### src/rtl/cbus_arbiter.sv
// cbus_arbiter: round-robin arbiter from N cache CBus masters onto one
// memory-side CBus; holds each grant until the final beat of its burst.
// Ports: clk, reset (sync, active-high), ireqs[N] in, iresps[N] out,
//        oreq out (memory request), oresp in (ready/last/data).
// Optional: define CBUS_ARB_FIXED_PRIO_EN for fixed lowest-index-wins
//           priority instead of round-robin.

package cbus_pkg;
   typedef struct packed {
      logic        valid;
      logic        is_write;
      logic [2:0]  size;
      logic [31:0] addr;
      logic [3:0]  strobe;
      logic [31:0] data;
      logic [7:0]  len;
   } cbus_req_t;

   typedef struct packed {
      logic        ready;
      logic        last;
      logic [31:0] data;
   } cbus_resp_t;
endpackage

module cbus_arbiter
   import cbus_pkg::*;
#(
   parameter  int NUM_MASTERS = 2,
   localparam int SEL_W       = $clog2(NUM_MASTERS)
) (
   input  logic       clk,
   input  logic       reset,
   input  cbus_req_t  ireqs  [NUM_MASTERS],
   output cbus_resp_t iresps [NUM_MASTERS],
   output cbus_req_t  oreq,
   input  cbus_resp_t oresp
);

   localparam logic [0:0] IDLE = 1'b0;
   localparam logic [0:0] BUSY = 1'b1;

   logic [0:0]       state_q, state_d;
   logic [SEL_W-1:0] sel_q, sel_d;
   logic [SEL_W-1:0] pick;
   logic             found;

`ifdef CBUS_ARB_FIXED_PRIO_EN
   // Lowest valid index wins; scanning downward lets the
   // last hit be the smallest index.
   always_comb begin
      found = 1'b0;
      pick  = '0;
      for (int i = NUM_MASTERS - 1; i >= 0; i--) begin
         if (ireqs[i].valid) begin
            found = 1'b1;
            pick  = SEL_W'(i);
         end
      end
   end
`else
   logic [SEL_W-1:0] last_grant_q, last_grant_d;
   logic [SEL_W-1:0] rr_idx;

   // Scan starts just after the previous winner so the most
   // recent owner gets the lowest priority.
   always_comb begin
      found  = 1'b0;
      pick   = '0;
      rr_idx = '0;
      for (int k = 1; k <= NUM_MASTERS; k++) begin
         rr_idx = SEL_W'((int'(last_grant_q) + k) % NUM_MASTERS);
         if (!found && ireqs[rr_idx].valid) begin
            found = 1'b1;
            pick  = rr_idx;
         end
      end
   end
`endif

   // Data path: only the granted master is connected while BUSY.
   always_comb begin
      oreq = '0;
      for (int i = 0; i < NUM_MASTERS; i++) begin
         iresps[i] = '0;
      end
      if (state_q == BUSY) begin
         oreq          = ireqs[sel_q];
         iresps[sel_q] = oresp;
      end
   end

   always_comb begin
      state_d = state_q;
      sel_d   = sel_q;
`ifndef CBUS_ARB_FIXED_PRIO_EN
      last_grant_d = last_grant_q;
`endif
      unique case (state_q)
         IDLE: begin
            if (found) begin
               sel_d   = pick;
               state_d = BUSY;
            end
         end
         BUSY: begin
            // Grant is locked until the final beat completes.
            if (oresp.ready && oresp.last) begin
`ifndef CBUS_ARB_FIXED_PRIO_EN
               last_grant_d = sel_q;
`endif
               state_d = IDLE;
            end
         end
         default: state_d = IDLE;
      endcase
   end

   always_ff @(posedge clk) begin
      if (reset) begin
         state_q <= IDLE;
         sel_q   <= '0;
`ifndef CBUS_ARB_FIXED_PRIO_EN
         last_grant_q <= SEL_W'(NUM_MASTERS - 1);
`endif
      end else begin
         state_q <= state_d;
         sel_q   <= sel_d;
`ifndef CBUS_ARB_FIXED_PRIO_EN
         last_grant_q <= last_grant_d;
`endif
      end
   end

endmodule

### config.mk
export PLATFORM = sky130hd
export DESIGN_NAME = cbus_arbiter
export DESIGN_NICKNAME = d
export VERILOG_FILES = /design/src/rtl/cbus_arbiter.sv
export SDC_FILE = /design/constraint.sdc
export NUM_CORES = 1
export LEC_CHECK = 0
export ABC_AREA = 1
export CORE_AREA = 2 2 135 137
export CTS_BUF_LIST = sky130_fd_sc_hd__clkbuf_8
export DETAILED_ROUTE_END_ITERATION = 7
export DIE_AREA = 0 0 137 139
export HOLD_SLACK_MARGIN = 0.08
export PLACE_DENSITY_LB_ADDON = 0.05
export SETUP_SLACK_MARGIN = 0.5
export SKIP_CTS_REPAIR_TIMING = 1
export SYNTH_ARGS = -nofsm -noshare
export SYNTH_HDL_FRONTEND = slang
export SYNTH_SLANG_ARGS = --single-unit
### constraint.sdc
create_clock -name clk -period 1.61 [get_ports clk]
set_clock_uncertainty 0.05 [all_clocks]
set_input_delay 0.4025 -clock clk [delete_from_list [all_inputs] [get_ports clk]]
set_output_delay 0.4025 -clock clk [all_outputs]
set_load 0.05 [all_outputs]
Yosys cells after proc, flatten, opt, wreduce, memory -nomap -nowiden --
Index checks and enable logic that the tools add are counted.
Cells by class: div/mod/pow operators 0, multiplexer cells 20, shift operators 0, bitwise gates (word level) 5, $mul 0, magnitude comparators 4, equal/unequal tests 0, add/sub/neg operators 2, reduce and logical (&&, ||, !) cells 6
Operators by type and width (count):
- $mux 81 | 10
- $and 68x68->68 | 1
- $mux 68 | 1
- $demux 34 s1 | 1
- $mux 34 | 1
- $ge 2x2->1 const B | 3
- $mux 1 | 6
- $not 1->2 | 3
- $reduce_and 2->1 | 2
- $logic_and 1x1->1 | 3
- $add 1x1->1 const B | 2
- $lt 2x1->1 const B | 1
- $pmux 1 s2 | 1
- $logic_not 1->1 | 1
- $not 1->1 | 1
Word-level totals: RAM bits 0, memories kept 0, output and inout bits 149, bits in registers 3, bits in latches 0, bits in read-only memories 0

Logic depth before layout (Yosys ltp) --
depth after elaboration 11, depth in mapped cells 6

Worst setup path before layout --
OpenSTA, ideal clock, no wires.
path kind register to output, start point reg state_q, end point out iresps[37] (netlist name), cell stages (with the launch flop) 6, data required time 1157 ps, slack -252 ps, arrival 1409 ps, buffers on the path 1, cell sequence dfxtp_1 -> inv_2 -> nor2_2 -> inv_2 -> buf_2 -> nor2_1
RTL lines:
- from (decl) | line 43 | logic [0:0] state_q, state_d;
- from (signal assigned) | line 127 | state_q <= state_d;
- to (decl) | line 35 | output cbus_resp_t iresps [NUM_MASTERS],

==> summary.md <==
| Metric | Value |
|---|---|
| Hold Vio Cnt, Final | `0` |
| Initial antenna violation count | `0` |
| WL/cell | `15.9 um` |
| TritonCTS Buffers | `3` |
| Leakage power | `3.57 nW` |
| Core Region | `17700 um^2` |
| Post-synthesis sequential area ratio | `3.72%` |
| DR pass1 iterations | `4` |
| F_max | `539 MHz` |
| Synth Area in Compound Gates | `0.931%` |
| Mapped Area | `1610 um^2` |
| Outcome | `complete, but fails checks` |
| Detailed Route WL | `15.6 mm` |
| Simple-gate area share of the yosys netlist | `about three quarters` |
| CTS tree | `done` |
| Commonest non-fill, non-tap cells in the layout | `clkdlybuf4s50_1, buf_12, nand2_1, nand2_4, nor2_4` |
| Grt total ovfl | `0` |
| Layout area overhead | `437%` |
| Via count | `3727` |
| Iteration-0 DRC Markers | `56` |
| Min-delay worst type | `register to register` |
| Filler Cell Count | `1606` |
| Row count | `49` |
| Failing checks | `setup timing` |
| Finished Layout Cells | `978` |
| Xor/xnor share of the synthesized area | `0%` |
| Synth Warn # | `0` |
| Antenna Violating Nets Remaining | `0` |
| RSZ-0062 raised after global routing | `true` |
| Die Area | `19000 um^2` |
| Critical path's largest stage delay | `roughly 0.32 ns` |
| Req. time, crit path | `1.16 ns` |
| Finish-stage setup viols | `149` |
| All-layer global routing usage | `13.5%` |
| Tcrit/Tclk final | `115%` |
| Synthesized flop and latch total | `3` |
| Post-DP HPWL | `11.6 mm` |
| Fin crit period | `1.85 ns` |
| PwrDens | `429 nW/um^2` |
| Placed cells | `between 900 and 1000` |
| Critical Path Start Type | `register` |
| Initial Util | `a little under a tenth` |
| Die width | `137 um` |
| Worst Setup End Kind | `output port` |
| Synth Instances | `392` |
| Util after Layout | `49.0%` |
| Clk sinks | `3` |
| Synth cell types | `13` |
| Final net count | `948` |
| Die height | `139 um` |
| Mapped Nets | `590` |
| Multiplexer share of the synthesized area | `0%` |
| Clk root buf | `clkbuf_8` |
| Max cap viols | `0` |
| Num ports | `347` |
| CP arrival | `1.40 ns` |
| Main combinational cell family by area after synthesis | `simple AND/OR/NAND/NOR gates` |
| Commonest non-fill, non-tap cell in the layout | `clkdlybuf4s50_1` |
| Critical path type | `register to output port` |
| Most used cell, CP | `buf_12` |
| Setup ws final | `-0.244 ns` |
| Slew Viols, Final | `0` |
| Share of layout cells above drive strength 1 | `around 54%` |
| Avg Synthesized Cell Area | `4.11 um^2` |
| WP buf/inv | `4` |
| Cell Chain, Critical Path | `inv_2 > nor2_4 > buf_12 > clkbuf_16 > nand2_1 > nand2_4 > buf_12` |
| CP max FO | `9` |
| Clk_lat worst skew | `0.21 ns` |
| Cell family with most CP delay | `buffers and inverters` |
| First-pass GRT wire length | `20.3 mm` |
| Number of global-route vias before repair | `3800` |
| RD Place Congestion | `between 0.7 and 0.8` |
| Residual DRC | `0` |
| Least-Margin Pin Slew | `0.230 ns` |
| Clock transition at the registers of the reported paths | `0.03 ns` |
| Slowest cell on crit path | `dfxtp_2` |
| Slew headroom | `84.7%` |
| Port bufs | `346` |
| Htree depth | `1` |
| Largest net degree at the start of global routing | `52` |
| Clock Tree Buf Depth | `2` |
| Post-Synth Adder-Cell Area | `0%` |
| Via density per instance | `3.81` |
| Worst IR Drop VDD | `210 uV` |
| Antenna diode count | `0` |
## cell type report
cell class,instances,area (um^2),share of cell area [%]
Clock buffer,3,41.3,0.477
Clock inverter,1,3.75,0.0434
Inverter,38,163,1.88
Multi-Input combinational cell,328,2560,29.6
Sequential cell,3,65.1,0.752
Tap cell,229,287,3.31
Timing Repair Buffer,376,5540,64.0
## metrics by stage
step,cell area [um^2],power (mW),worst slack [ns],setup TNS (ns),hold slack (ns)
after floorplan,2850,1.62,-0.00115,-0.0231,0.390
after global placement,8040,3.25,-0.124,-6.92,0.403
after detailed placement,8040,3.27,-0.124,-7.77,0.446
after CTS,8090,3.49,-0.326,-37.28,0.452
after global routing,8650,3.87,-0.315,-35.43,0.468
final,8650,3.71,-0.244,-25.13,0.443
## worst paths after layout
path                              startpoint      endpoint  slack [ns]  depth (start not counted)
worst max-delay path                 state_q      oreq[58]       -0.24                          7
worst min-delay path            last_grant_q  last_grant_q        0.44                          2
worst max register to register       state_q         sel_q        0.44                          7
worst min register to register  last_grant_q  last_grant_q        0.44                          2
## tightest hold or removal path, delay by kind of cell, from the launching register on
family,cells,cell delay (ns)
AO/OA/AOI/OAI,1,0.07
flip-flops,1,0.32
AND/OR/NAND/NOR,1,0.07
## registers in the layout (all words and copies together) (netlist names)
| register | cells |
|---|---|
| last_grant_q | 1 |
| sel_q | 1 |
| state_q | 1 |
## synth_stat cells
library cell | instances | area (um^2)
nand2_1 | 250 | 938
inv_2 | 3 | 11.3
inv_1 | 35 | 131
o21ai_0 | 2 | 10.0
nand2_2 | 1 | 6.26
nor2_1 | 72 | 270
clkbuf_1 | 2 | 7.51
nor2_2 | 1 | 6.26
dfxtp_1 | 3 | 60.1
a21oi_1 | 1 | 5.00
buf_2 | 12 | 60.1
nand3_1 | 1 | 5.00
buf_6 | 9 | 101
## metal layers
layer	track usage [%]	vias to the layer above	part of all wire, %
met3	5.63	8	12
met2	26.4	200	54
met4	2.66	0	1.1
met5	0	-	0
li1	-	1847	-
met1	12.9	1672	33
## power breakdown
group	leakage, nW	internal, mW	switching (mW)
Clock	0.0269	0.162	0.0442
Combinational	3.51	1.71	1.71
Sequential	0.0257	0.0805	0.00627
## cells by family (layout without fill, tap and decap cells)
group / after synthesis / count (layout)
and+or+nand+nor: 325 / 325
DFF: 3 / 3
buffers and inverters: 61 / 418
AOI/OAI and AO/OA: 3 / 3
(Power assumes the default switching activity.)
